### config.mk
export PLATFORM = sky130hd
export DESIGN_NAME = bus_reg_unloader
export DESIGN_NICKNAME = d
export VERILOG_FILES = /design/src/rtl/bus_reg_unloader.sv
export SDC_FILE = /design/constraint.sdc
export NUM_CORES = 1
export LEC_CHECK = 0
export CORE_AREA = 2 2 51 53
export DETAILED_ROUTE_END_ITERATION = 6
export DIE_AREA = 0 0 53 55
export MAX_ROUTING_LAYER = met4
export PLACE_DENSITY = 0.74
export RECOVER_POWER = 50
export SETUP_SLACK_MARGIN = 0.02
export SYNTH_ARGS = -nofsm -noshare
export SYNTH_HDL_FRONTEND = slang
export SYNTH_SLANG_ARGS = --single-unit
### constraint.sdc
create_clock -name clk -period 2.14 [get_ports clk]
set_input_delay 0.428 -clock clk [delete_from_list [all_inputs] [get_ports clk]]
set_output_delay 0.428 -clock clk [all_outputs]
set_load 0.005 [all_outputs]
### src/rtl/bus_reg_unloader.sv
//------------------------------------------------------------------------------
// Module      : bus_reg_unloader
// Description : Captures three register values in parallel on a start request
//               and drains them onto a single bus in reverse order
//               (Reg3, Reg2, Reg1), one word per valid/ready handshake.
// Revision    : 1.0 - initial release
//------------------------------------------------------------------------------
`default_nettype none

module bus_reg_unloader #(
  parameter int WIDTH = 4
) (
  input  logic             clk,
  input  logic             rst,
  input  logic             start,
  input  logic [WIDTH-1:0] reg1_in,
  input  logic [WIDTH-1:0] reg2_in,
  input  logic [WIDTH-1:0] reg3_in,
  input  logic             out_ready,
  output logic [WIDTH-1:0] data_out,
  output logic             out_valid,
  output logic [1:0]       state,
  output logic [WIDTH-1:0] Reg1,
  output logic [WIDTH-1:0] Reg2,
  output logic [WIDTH-1:0] Reg3,
  output logic             busy,
  output logic             done
);

  typedef enum logic [1:0] {
    IDLE  = 2'b00,
    SEND3 = 2'b01,
    SEND2 = 2'b10,
    SEND1 = 2'b11
  } state_t;

  state_t           r_state;
  state_t           w_state_nxt;
  logic [WIDTH-1:0] r_reg1;
  logic [WIDTH-1:0] r_reg2;
  logic [WIDTH-1:0] r_reg3;
  logic [WIDTH-1:0] w_reg1_nxt;
  logic [WIDTH-1:0] w_reg2_nxt;
  logic [WIDTH-1:0] w_reg3_nxt;
  logic [WIDTH-1:0] r_data;
  logic [WIDTH-1:0] w_data_nxt;
  logic             r_valid;
  logic             w_valid_nxt;
  logic             r_done;
  logic             w_done_nxt;
  logic             w_xfer;

  // A word leaves the block only when it is offered and accepted together.
  assign w_xfer = r_valid & out_ready;

  // State, captured registers and the registered bus word update together.
  always_ff @(posedge clk or negedge rst) begin
    if (!rst) begin
      r_state <= IDLE;
      r_reg1  <= '0;
      r_reg2  <= '0;
      r_reg3  <= '0;
      r_data  <= '0;
      r_valid <= 1'b0;
      r_done  <= 1'b0;
    end else begin
      r_state <= w_state_nxt;
      r_reg1  <= w_reg1_nxt;
      r_reg2  <= w_reg2_nxt;
      r_reg3  <= w_reg3_nxt;
      r_data  <= w_data_nxt;
      r_valid <= w_valid_nxt;
      r_done  <= w_done_nxt;
    end
  end

  // Next-state decode: everything holds unless a start is taken in IDLE or
  // the offered word is accepted; done is a single-cycle pulse.
  always_comb begin
    w_state_nxt = r_state;
    w_reg1_nxt  = r_reg1;
    w_reg2_nxt  = r_reg2;
    w_reg3_nxt  = r_reg3;
    w_data_nxt  = r_data;
    w_valid_nxt = r_valid;
    w_done_nxt  = 1'b0;
    case (r_state)
      IDLE: begin
        if (start) begin
          w_reg1_nxt  = reg1_in;
          w_reg2_nxt  = reg2_in;
          w_reg3_nxt  = reg3_in;
          w_data_nxt  = reg3_in;
          w_valid_nxt = 1'b1;
          w_state_nxt = SEND3;
        end
      end
      SEND3: begin
        if (w_xfer) begin
          w_data_nxt  = r_reg2;
          w_state_nxt = SEND2;
        end
      end
      SEND2: begin
        if (w_xfer) begin
          w_data_nxt  = r_reg1;
          w_state_nxt = SEND1;
        end
      end
      SEND1: begin
        if (w_xfer) begin
          w_data_nxt  = '0;
          w_valid_nxt = 1'b0;
          w_done_nxt  = 1'b1;
          w_state_nxt = IDLE;
        end
      end
      default: begin
        w_state_nxt = IDLE;
      end
    endcase
  end

  assign data_out  = r_data;
  assign out_valid = r_valid;
  assign state     = r_state;
  assign Reg1      = r_reg1;
  assign Reg2      = r_reg2;
  assign Reg3      = r_reg3;
  assign busy      = (r_state != IDLE);
  assign done      = r_done;

endmodule

`default_nettype wire

* Word-level counts from Yosys, hierarchy flattened
Index checks and enable logic that the tools add are counted.
W data, S select, Z words.
** Word-level totals
- Memories kept :: 0
- Memory bits (read-only) :: 0
- Latch bits :: 0
- Bits in registers :: 20
- Bits in writable memories :: 0
- Output and inout port bits :: 21
** Operators by class
- Multiply operators :: 0
- $lt $le $gt $ge :: 0
- $add $sub $neg :: 0
- Shifts and indexed selects :: 0
- Eq/ne operators :: 7
- Divide/modulo/power cells :: 0
- Mux-type cells :: 15
- Bitwise operators :: 1
- Reductions and logical operators :: 6
** Operators with widths (number)
- $mux W4 :: 4
- $pmux W4 S4 :: 1
- $mux W2 :: 4
- $ne A2 B2 Y1 const B :: 4
- $pmux W2 S4 :: 1
- $eq A2 B2 Y1 const B :: 2
- $mux W1 :: 4
- $reduce_and A4 Y1 :: 1
- $reduce_bool A2 Y1 :: 2
- $reduce_and A3 Y1 :: 1
- $eq A2 B1 Y1 const B :: 1
- $logic_not A2 Y1 :: 1
- $pmux W1 S2 :: 1
- $reduce_and A2 Y1 :: 1
- $and A1 B1 Y1 :: 1

* Longest topological paths before layout
- Depth after elaboration :: 3
- Depth in mapped cells :: 6
- Mapped depth without buffers :: 5

* Least setup slack after synthesis
Ideal clock, no wire load.
- Path type :: flip-flop to flip-flop
- Start point :: register r_state[1], in the netlist state[1]
- End point :: register r_data[0], in the netlist data_out[0]
- Period minus slack after synthesis :: 1.811 ns
- Setup time :: 0.125 ns
- Cell stages (with the launch flop) :: 6
- Arrival time :: 1.686 ns
- Slack :: 0.329 ns
- Path through :: dfrtp_1 -> inv_1 -> ha_1 -> or3_1 -> a2bb2oi_4 -> mux2_2
** On the way
- Longest elaborated chain between the ends :: 3
- Elaborated cells between the ends (all ways) :: 10
- Those cells by class :: 7 x eq/ne; 1 x mux; 2 x reduce/logical
** RTL lines
- start: declaration :: line 37 : state_t r_state;
- start signal: assignment :: line 67 : r_state <= w_state_nxt;
- $eq A2 B1 Y1 (tied with other cells) :: line 87 : case (r_state)
- $ne A2 B2 Y1 (no source line)
- $reduce_and A4 Y1 (no source line)
- end signal: assignment :: line 71 : r_data <= w_data_nxt;
- end: declaration :: line 45 : logic [WIDTH-1:0] r_data;
Several ways; a longest one is shown, not always the timed one.
A chain may end at the register's enable or synchronous reset.

* Worst setup path in the final report
- Start point :: register r_state[0], in the netlist state[0]
- End point :: register r_data[2], in the netlist data_out[2]
The elaborated chain is that of the path after synthesis.

==> results.md <==
Logic synthesis:
- The synthesized cell area is 938 um2.
- The number of nets handed over by synthesis was 94.
- The count of distinct cell types in the synthesized netlist is 14.
- The number of warning messages in the yosys log is 0.
- The post-synthesis area per instance is around 13 um2.
- Synthesis inferred 20 register bits.
- The share of the yosys chip area belonging to registers is a little over half.
- The number of instances in the synthesized netlist is 72.

Layout:
- The number of filler instances in the final layout is 208.
- The number of antenna diodes in the final layout is 0.
- The core occupancy in the finished layout is 58.5%.
- With fillers left out, the area of the finished cells amounts to 1380 um2.
- Excluding fillers, the count of instances in the completed layout stands at 144.
- The most frequent standard cell in the layout excluding fill and tap cells is sky130_fd_sc_hd__clkdlybuf4s50_1.
- The share of final-layout standard cells stronger than drive strength 1 is roughly a fifth.
- In the layout the commonest cells are sky130_fd_sc_hd__clkdlybuf4s50_1, sky130_fd_sc_hd__dfrtp_1, sky130_fd_sc_hd__mux2_2.
- The net count of the finished layout is 137.
- The synthesis-to-layout area growth is 47.3%.

Clock network:
- Clock tree synthesis selected as its root buffer the cell sky130_fd_sc_hd__clkbuf_4.
- The hold buffer count at cts is 0.
- The clock net sink count is 20.
- The clock tree from TritonCTS is built.
- The maximum level of the CTS H-tree is 1.
- The CTS clock-pin slew for the worst setup and hold paths is 0.12 ns.
- In this run, CTS created clock tree buffers numbering 3.
- The clock passes through at most 2 buffers.
- The clock reaches the later pin of the worst-skew pair after 0.30 ns.

STA:
- Setup repair after global routing left no endpoint under its margin.
- The minimum period implied by the final worst setup slack is ~2.0 ns.
- The final max-slew violation count was 0.
- Of the available clock period, the critical path in the final layout requires 95.1%.
- The final setup violation count is 0.
- The setup slack of the critical path after layout is 0.104 ns.
- The relative slew slack is ~27%.
- For the pin with the worst max-slew slack, the measured transition is 1.10 ns.
- The number of endpoints with negative hold slack in the final report is 0.
- The total negative setup slack is 0 ns.
- For this run, the top clock speed supported by timing is around 500 MHz.
- Between clock sinks in the finished design, the worst skew comes to 0.00932 ns.

Power and ir drop:
- Summed over all cells, the static leakage comes to 0.611 nW.
- Power spread over the standard cell area amounts to around 470 nW/um2.
- The peak ir drop on the vdd network is 0.391 mV.

Global route:
- The total routing usage reported by global routing is 15.9%.
- The first-pass GRT wire length is 3210 um.
- The initial antenna violation count is 0.
- Entering global routing, the biggest net connects 21 pins.
- Global routing finished with a remaining overflow of 0.
- The via count of the first global-routing pass is 740.

Detailed routing:
- The post-detailed-route via-to-cell ratio is 4.94.
- The per-cell routed wire length is 13.9 um.
- In the routed design, unresolved DRC markers number 0.
- The total via count after detailed routing is 712.
- The count of nets left with antenna violations once routing finished came out at 0.
- Summed over all layers, the routed wires come to 2000 um.
- In this run, the number of DRC markers left after iteration 0 of detailed routing was 6.
- The first-pass iteration count of the detailed router is 6.

Setup path:
- STA classifies the critical path endpoint as a flop.
- STA classifies the critical path startpoint as a flop.
- At the worst endpoint, the required time is 2.33 ns.
- The critical path goes through clkbuf_1, ha_1, or3_1, a2bb2oi_4, mux2_2.
- The critical-path maximum fanout is 6.
- Data arrives at the worst endpoint at between 2 and 2.5 ns.
- On the worst path, the slowest cell contributes a delay of 0.44 ns.
- The critical path in this run is classified as flop to flop.
- The slowest stage of the critical path belongs to the cell sky130_fd_sc_hd__or3_1.

Place:
- Once placement finished, the instance area stood at 1340 um2.
- Input and output buffers added on the ports amount to 36.
- Prior to clock tree synthesis, the placed netlist has a worst setup slack of 0.163 ns.
- The congestion estimate from routability-driven global placement came to 0.691.
- In this run, placement finished with an instance count of 138.
- Detailed placement finished with a half-perimeter wire length of 1500 um.

Die:
- The vertical die dimension is 55 um.
- For this design the top-level I/O count stands at 37.
- After floorplanning, the core was divided into 18 placement rows.
- The die covers 2920 um2.
- For this configuration, the core starts out at a cell density of 39.7%.
- The core box area is approximately 2400 um2.
- The die boundary width is 53 um.

Flow run:
- Across the run, the number of max-cap violations was 0.

Worst hold path:
- The type of the most critical hold path is flop to flop.

Outcome:
- The flow ran to the end, and the final reports show no timing, DRC or antenna violations.
## per-stage QoR
stage / total power, mW / hold slack (ns)
after detailed placement: 0.445 / 0.495
after global placement: 0.443 / 0.490
after global routing: 0.687 / 0.548
after CTS: 0.663 / 0.455
after floorplan: 0.397 / 0.132
final: 0.657 / 0.516
## sequential cells by signal, summed over array words and instances, names as in the netlist
name       cells
state          2
data_out       4
out_valid      1
Reg1           4
done           1
Reg3           4
Reg2           4
## cells in the mapped netlist
cell type | count | area (um2)
sky130_fd_sc_hd__or3_1 | 1 | 6.26
sky130_fd_sc_hd__a22oi_1 | 4 | 30.0
sky130_fd_sc_hd__mux2i_1 | 2 | 20.0
sky130_fd_sc_hd__nand2_1 | 8 | 30.0
sky130_fd_sc_hd__nor2_1 | 1 | 3.75
sky130_fd_sc_hd__mux2_2 | 17 | 191
sky130_fd_sc_hd__a2bb2oi_4 | 1 | 26.3
sky130_fd_sc_hd__buf_1 | 1 | 3.75
sky130_fd_sc_hd__and3_1 | 1 | 6.26
sky130_fd_sc_hd__o21ai_0 | 5 | 25.0
sky130_fd_sc_hd__inv_1 | 4 | 15.0
sky130_fd_sc_hd__dfrtp_1 | 20 | 500
sky130_fd_sc_hd__ha_1 | 6 | 75.1
sky130_fd_sc_hd__buf_2 | 1 | 5.00
## worst max-delay path: cells and delay by family (launching register included)
kind / cells / cell delay [ns]
adder cells (fa/ha/maj): 1 / 0.29
multiplexers: 1 / 0.38
buffers and inverters: 1 / 0.14
flip-flops: 1 / 0.41
AND/OR/NAND/NOR: 1 / 0.44
AO/OA/AOI/OAI: 1 / 0.26
## area by class of cell
| type | count | area (um2) | area share [%] |
|---|---|---|---|
| Inverter | 4 | 15.0 | 1.09 |
| Sequential cell | 20 | 500 | 36.2 |
| Multi-Input combinational cell | 46 | 414 | 30.0 |
| Timing Repair Buffer | 40 | 379 | 27.4 |
| Tap cell | 30 | 37.5 | 2.71 |
| Clock buffer | 4 | 36.3 | 2.62 |
## cells by family (layout without fill, tap and decap cells)
| logic type | after synthesis | after routing | share of synthesized area, % |
|---|---|---|---|
| fa+ha+maj | 6 | 6 | 8.00 |
| buf+inv | 6 | 48 | 2.53 |
| mux | 19 | 19 | 22.5 |
| flops | 20 | 20 | 53.3 |
| simple gates | 11 | 11 | 4.93 |
| compound gates | 10 | 10 | 8.67 |
## worst paths after layout
kind | from | to | slack, ns | cells after the start
min reg2reg | Reg3[3] | Reg3[3] | 0.52 | 1
max reg2reg | state[0] | data_out[2] | 0.10 | 5
max in group asynchronous | rst | Reg3[3] | 0.65 | 2
min in group asynchronous | rst | done | 0.83 | 2
min | Reg3[3] | Reg3[3] | 0.52 | 1
max | state[0] | data_out[2] | 0.10 | 5
## routing by layer
layer | wire length, um | vias to the layer above | GRT usage [%]
met5 | 0 | - | -
met4 | 0 | 0 | 3.85
met3 | 145 | 0 | 3.49
met2 | 1030 | 28 | 27.5
met1 | 823 | 350 | 19.1
li1 | - | 334 | -
## report_power, final
group          leakage [nW]  internal (mW)  switching, mW
registers             0.265          0.382        0.00249
logic                 0.325         0.0348         0.0168
clock network        0.0210          0.104          0.117
total                 0.611          0.520          0.137
## what timing repair did
action	CTS	global route
setup buffers	2	0
setup endpoints to repair	1	1
gates resized for setup	0	1
No activity file was read; power rests on OpenSTA's default activity.
